--- src/rtl/bcd_display_mux.sv ---
// bcd_display_mux: latches a 3-digit packed BCD value on a load strobe and
// time-multiplexes it onto a 3-digit 7-segment display. Leading zeros can be
// blanked, and invalid nibbles are shown as "-" and flagged on bcd_err.
module bcd_display_mux #(
  parameter int REFRESH_CYCLES = 100000,
  parameter bit LZ_BLANK       = 1'b1,
  parameter bit SEG_ACT_LOW    = 1'b1,
  parameter bit AN_ACT_LOW     = 1'b1
) (
  input  logic        clk,
  input  logic        rst_n,
  input  logic [11:0] bcd_in,
  input  logic        load,
  output logic [6:0]  seg,
  output logic [2:0]  an,
  output logic        bcd_err
);

  localparam int          CW      = $clog2(REFRESH_CYCLES);
  localparam logic [CW-1:0] CNT_LAST = CW'(REFRESH_CYCLES - 1);
  localparam logic [6:0]  SEG_OFF = {7{SEG_ACT_LOW}};
  localparam logic [2:0]  AN_OFF  = {3{AN_ACT_LOW}};
  localparam logic [6:0]  SEG_DASH = 7'h40;

  logic [11:0]   shadow_q, shadow_d;
  logic          err_q, err_d;
  logic [CW-1:0] cnt_q, cnt_d;
  logic [1:0]    idx_q, idx_d;
  logic [6:0]    seg_q, seg_d;
  logic [2:0]    an_q, an_d;

  logic [3:0]    dig_hund, dig_tens, dig_ones;
  logic [3:0]    dig_sel;
  logic          blank;
  logic [6:0]    seg_act;
  logic [2:0]    an_act;

  // Active-high segment pattern for one nibble; A..F show a dash.
  function automatic logic [6:0] decode7(input logic [3:0] d);
    logic [6:0] s;
    case (d)
      4'd0:    s = 7'h3F;
      4'd1:    s = 7'h06;
      4'd2:    s = 7'h5B;
      4'd3:    s = 7'h4F;
      4'd4:    s = 7'h66;
      4'd5:    s = 7'h6D;
      4'd6:    s = 7'h7D;
      4'd7:    s = 7'h07;
      4'd8:    s = 7'h7F;
      4'd9:    s = 7'h6F;
      default: s = SEG_DASH;
    endcase
    return s;
  endfunction

  // True when any nibble of a packed 3-digit value is outside 0..9.
  function automatic logic has_bad_nibble(input logic [11:0] v);
    return (v[11:8] > 4'd9) || (v[7:4] > 4'd9) || (v[3:0] > 4'd9);
  endfunction

  // Shadow register and error flag: last load wins, flag tracks the shadow.
  always_comb begin
    shadow_d = shadow_q;
    err_d    = err_q;
    if (load) begin
      shadow_d = bcd_in;
      err_d    = has_bad_nibble(bcd_in);
    end
  end

  // Refresh timer and digit index; independent of load activity.
  always_comb begin
    cnt_d = cnt_q + CW'(1);
    idx_d = idx_q;
    if (cnt_q == CNT_LAST) begin
      cnt_d = '0;
      idx_d = (idx_q == 2'd2) ? 2'd0 : idx_q + 2'd1;
    end
  end

  assign dig_hund = shadow_q[11:8];
  assign dig_tens = shadow_q[7:4];
  assign dig_ones = shadow_q[3:0];

  // Digit select, leading-zero blanking and polarity for the output register.
  // Comparing against zero keeps invalid nibbles from ever being blanked.
  always_comb begin
    dig_sel = dig_ones;
    blank   = 1'b0;
    an_act  = 3'b001;
    case (idx_q)
      2'd1: begin
        dig_sel = dig_tens;
        blank   = LZ_BLANK && (dig_hund == 4'd0) && (dig_tens == 4'd0);
        an_act  = 3'b010;
      end
      2'd2: begin
        dig_sel = dig_hund;
        blank   = LZ_BLANK && (dig_hund == 4'd0);
        an_act  = 3'b100;
      end
      default: begin
        dig_sel = dig_ones;
        blank   = 1'b0;
        an_act  = 3'b001;
      end
    endcase
    seg_act = decode7(dig_sel);
    if (blank) begin
      seg_act = 7'h00;
      an_act  = 3'b000;
    end
    seg_d = SEG_ACT_LOW ? ~seg_act : seg_act;
    an_d  = AN_ACT_LOW  ? ~an_act  : an_act;
  end

  // Shadow value and error flag.
  always_ff @(posedge clk) begin
    if (!rst_n) begin
      shadow_q <= 12'h000;
      err_q    <= 1'b0;
    end else begin
      shadow_q <= shadow_d;
      err_q    <= err_d;
    end
  end

  // Scan timer and digit index.
  always_ff @(posedge clk) begin
    if (!rst_n) begin
      cnt_q <= '0;
      idx_q <= 2'd0;
    end else begin
      cnt_q <= cnt_d;
      idx_q <= idx_d;
    end
  end

  // Registered display outputs, built from the index/shadow of the prior cycle.
  always_ff @(posedge clk) begin
    if (!rst_n) begin
      seg_q <= SEG_OFF;
      an_q  <= AN_OFF;
    end else begin
      seg_q <= seg_d;
      an_q  <= an_d;
    end
  end

  assign seg     = seg_q;
  assign an      = an_q;
  assign bcd_err = err_q;

endmodule

--- config.mk ---
export PLATFORM = sky130hd
export DESIGN_NAME = bcd_display_mux
export DESIGN_NICKNAME = d
export VERILOG_FILES = /design/src/rtl/bcd_display_mux.sv
export SDC_FILE = /design/constraint.sdc
export NUM_CORES = 1
export LEC_CHECK = 0
export ABC_CLOCK_PERIOD_IN_PS = 2500
export CORE_ASPECT_RATIO = 0.7
export CORE_UTILIZATION = 54
export CTS_CLUSTER_SIZE = 30
export DETAILED_ROUTE_END_ITERATION = 8
export PLACE_DENSITY = 0.79
export SETUP_SLACK_MARGIN = 0.15
export SLEW_MARGIN = 0
export SYNTH_ARGS = -nofsm -noshare
export SYNTH_HDL_FRONTEND = slang
export SYNTH_SLANG_ARGS = --single-unit
--- constraint.sdc ---
create_clock -name clk -period 2.5 [get_ports clk]
set_input_delay 0.5 -clock clk [delete_from_list [all_inputs] [get_ports clk]]
set_output_delay 0.5 -clock clk [all_outputs]
set_load 0.01 [all_outputs]
==> flow_summary_export.csv <==
group,metric,value,unit
power_and_ir_drop,power.density,592.8,nW/um^2
sta,slew_violations,0,
die,placement_rows,17,
global_routing,grt_pass1_wl,6.962,mm
setup_path,r2r_cells,8,
finish,drive_gt1_share,9.170,%
sta,rsz0062_at_grt,"no",
sta,slew_headroom,65.14,%
setup_path,path_buf_inv,2,
sta,tightest_slew,521.7,ps
logic_synthesis,synth_cell_types,37,
clock_network,cts.sink_count,42,
logic_synthesis,synth_seq_cells,42,
power_and_ir_drop,ir_worst_vdd,0.3854,mV
finish,fin_nets,253,
global_routing,grt_start_max_net_pins,16,
setup_path,cp_top_family,"adder cells",
setup_path,worst-path-stages,8,
setup_path,regToRegEndpoint,"seg[4]",
sta,hold_viol,0,
logic_synthesis,ys.flop_type,"dfxtp_1",
die,fp.dieArea,3820,um^2
hold_path,hold_path_depth,1,
sta,timing.final.crit_share,84.23,%
clock_network,clk_latency,300,ps
global_routing,overflow,0,
global_routing,first_global_vias,1456,
power_and_ir_drop,leakage,0.8890,nW
logic_synthesis,synth-edff-count,0,
logic_synthesis,seq_area_frac_synth,43.58,%
setup_path,rrSetupSlack,390,ps
sta,fmax,474.9,MHz
logic_synthesis,synth_warnings,0,
hold_path,hp-start,"cnt_q[0]",
setup_path,critical_path_class,"reg -> reg",
die,initial_core_util,58.90,%
logic_synthesis,syn_area,1929,um^2
die,pin_count,26,
clock_network,cts_root_buf,"clkbuf_8",
place,hpwl,2.996,mm
sta,setup_violations,0,
sta,min_period,2106,ps
clock_network,clkSlewWorstSetupHoldPaths,80,ps
logic_synthesis,syn_area_per_cell,9.647,um^2
clock_network,h-tree-depth,2,
route,drt-total-wl,3.931,mm
place,place_inst,268,
setup_path,endpoint_kind,"register",
die,dieHeight,52.01,um
logic_synthesis,syn-num-nets,225,
global_routing,grt_usage,24.69,%
die,dieWidth,73.44,um
sta,setup_tns,0,ps
route,num_vias,1491,
finish,antenna_cells,0,
place,port_buffers,25,
setup_path,rr_startpoint,"idx_q[0]",
setup_path,worst_ep_arrival_time,2290,ps
route,final_antenna_net_count,0,
setup_path,crit_path_start_kind,"register",
route,drc_errors,0,
route,drt-initial-drc-count,69,
run,drv_cap,0,
global_routing,antenna_found_initial,0,
place,place_congestion,0.8428,
finish,n_fill_cell,262,
hold_path,hold_path_end,"cnt_q[0]",
sta,worst_clock_skew,9.611,ps
route,firstDrtPassIters,4,
setup_path,crit_required,2680,ps
finish,final_cells,276,
logic_synthesis,synth_cells,200,
route,avgViaCountPerCell,5.402,
setup_path,max_stage_delay,450,ps
die,core,3276,um^2
clock_network,postCtsSetupBuffers,0,
clock_network,clock_path_buffers,2,
status,status,"finished clean",
hold_path,holdCritPathClass,"reg -> reg",
clock_network,tritoncts,"built",
logic_synthesis,async_reset_ff_share,0,%
route,wl_per_cell,14.24,um
setup_path,worstPathCellList,"inv_1, ha_1, mux2i_2, ha_1, inv_1, o211ai_1, o211ai_1, a21bo_2",
setup_path,worst-path-max-fanout,8,
setup_path,critPathLaunch,"idx_q[0]",
clock_network,cts_buffers,5,
finish,syn2layout_area_growth,21.92,%
setup_path,critical_path.slowest_cell,"ha_1",
-- sequential cells by signal, indices dropped and copies added (netlist names) --
signal and flops:
bcd_err 1, cnt_q 17, an 3, shadow_q 12, seg 7, idx_q 2
-- layout make-up --
type	instances	area, um^2	area share, %
multi-input combinational	143	1040	44.20
timing repair buffer	27	265.3	11.28
tap	47	58.81	2.500
inverter	9	33.78	1.436
sequential	42	840.8	35.74
clock inverter	3	45.04	1.915
clock buffer	5	68.82	2.926
-- synth_stat cells, types with 3 or more instances --
library cell | instances | area (um^2)
xor2_1 | 5 | 43.79
mux2i_1 | 17 | 170.2
o21ai_0 | 10 | 50.05
inv_1 | 9 | 33.78
clkbuf_1 | 6 | 22.52
ha_1 | 10 | 125.1
xnor2_1 | 6 | 52.55
a21oi_1 | 7 | 35.03
o211ai_1 | 6 | 45.04
dfxtp_1 | 42 | 840.8
nand3_1 | 6 | 30.03
nor2b_1 | 14 | 87.58
nand2_1 | 9 | 33.78
nand4_1 | 3 | 18.77
nor2_1 | 15 | 56.30
or3_1 | 4 | 25.02
-- placed cells by master (no fill, tap or decap), types with 2 or more instances in the layout --
| cell type | instances |
|---|---|
| dfxtp_1 | 42 |
| clkdlybuf4s50_1 | 25 |
| mux2i_1 | 16 |
| nor2_1 | 15 |
| nor2b_1 | 14 |
| o21ai_0 | 10 |
| ha_1 | 10 |
| inv_1 | 9 |
| nand2_1 | 9 |
| nand3_1 | 6 |
| a21oi_1 | 6 |
| xnor2_1 | 6 |
| o211ai_1 | 6 |
| xor2_1 | 5 |
| clkbuf_8 | 5 |
| or3_1 | 4 |
| nand4_1 | 3 |
| a22o_1 | 2 |
| a22oi_1 | 2 |
| nand3_2 | 2 |
| or4_4 | 2 |
| and4_2 | 2 |
| nor4_1 | 2 |
| or4_1 | 2 |
| nor3_1 | 2 |
| and2_1 | 2 |
| o21ai_1 | 2 |
| clkinvlp_4 | 2 |
| buf_4 | 2 |
-- timing repair --
action,4_1_cts,5_1_grt
resized for setup,0,2
hold buffers,0,0
endpoints found under the setup margin,0,2
-- worst max path at each step --
stage	endpoint	slack [ps]
2_1_floorplan	seg[4]	510
3_3_place_gp	seg[4]	540
3_5_place_dp	seg[4]	390
4_1_cts	seg[4]	360
5_1_grt	seg[4]	220
6_report	seg[4]	390
-- logic make-up (layout without fill, tap and decap cells) --
kind of cell | count (synthesis) | after routing | share of synthesized area (%)
simple gates | 71 | 71 | 22.05
flops | 42 | 42 | 43.58
compound gates | 34 | 34 | 11.15
mux | 17 | 17 | 8.820
buf+inv | 15 | 44 | 2.918
xor+xnor | 11 | 11 | 4.993
fa+ha+maj | 10 | 10 | 6.485
-- per-stage QoR --
stage	setup WS [ps]	hold slack (ps)	power [W]	cell area [um^2]	utilization (%)
after floorplan	508.0	428.8	0.0008037	1929	-
after global placement	541.7	441.9	0.0008684	2231	68.11
after detailed placement	390.2	461.3	0.0008737	2231	68.11
after CTS	356.0	483.3	0.001397	2345	71.58
after global routing	224.6	520.3	0.001446	2352	71.81
final	394.2	483.6	0.001394	2352	71.81
-- metal layers --
layer	share of wire, %	global-route usage [%]	vias up	wire length [um]
li1	-	-	765	-
met1	52	34.54	679	2055
met2	42	37.00	40	1632
met3	5.1	6.395	7	201
met4	1.1	8.013	0	42
met5	0	0	-	0
-- power by group --
part	leakage [nW]	switching, W	internal (W)
Sequential	0.345	0.0000175	0.000697
Combinational	0.494	0.0000648	0.0000808
Clock	0.0504	0.000237	0.000297
Note: power is estimated with default switching activity, not from simulation.
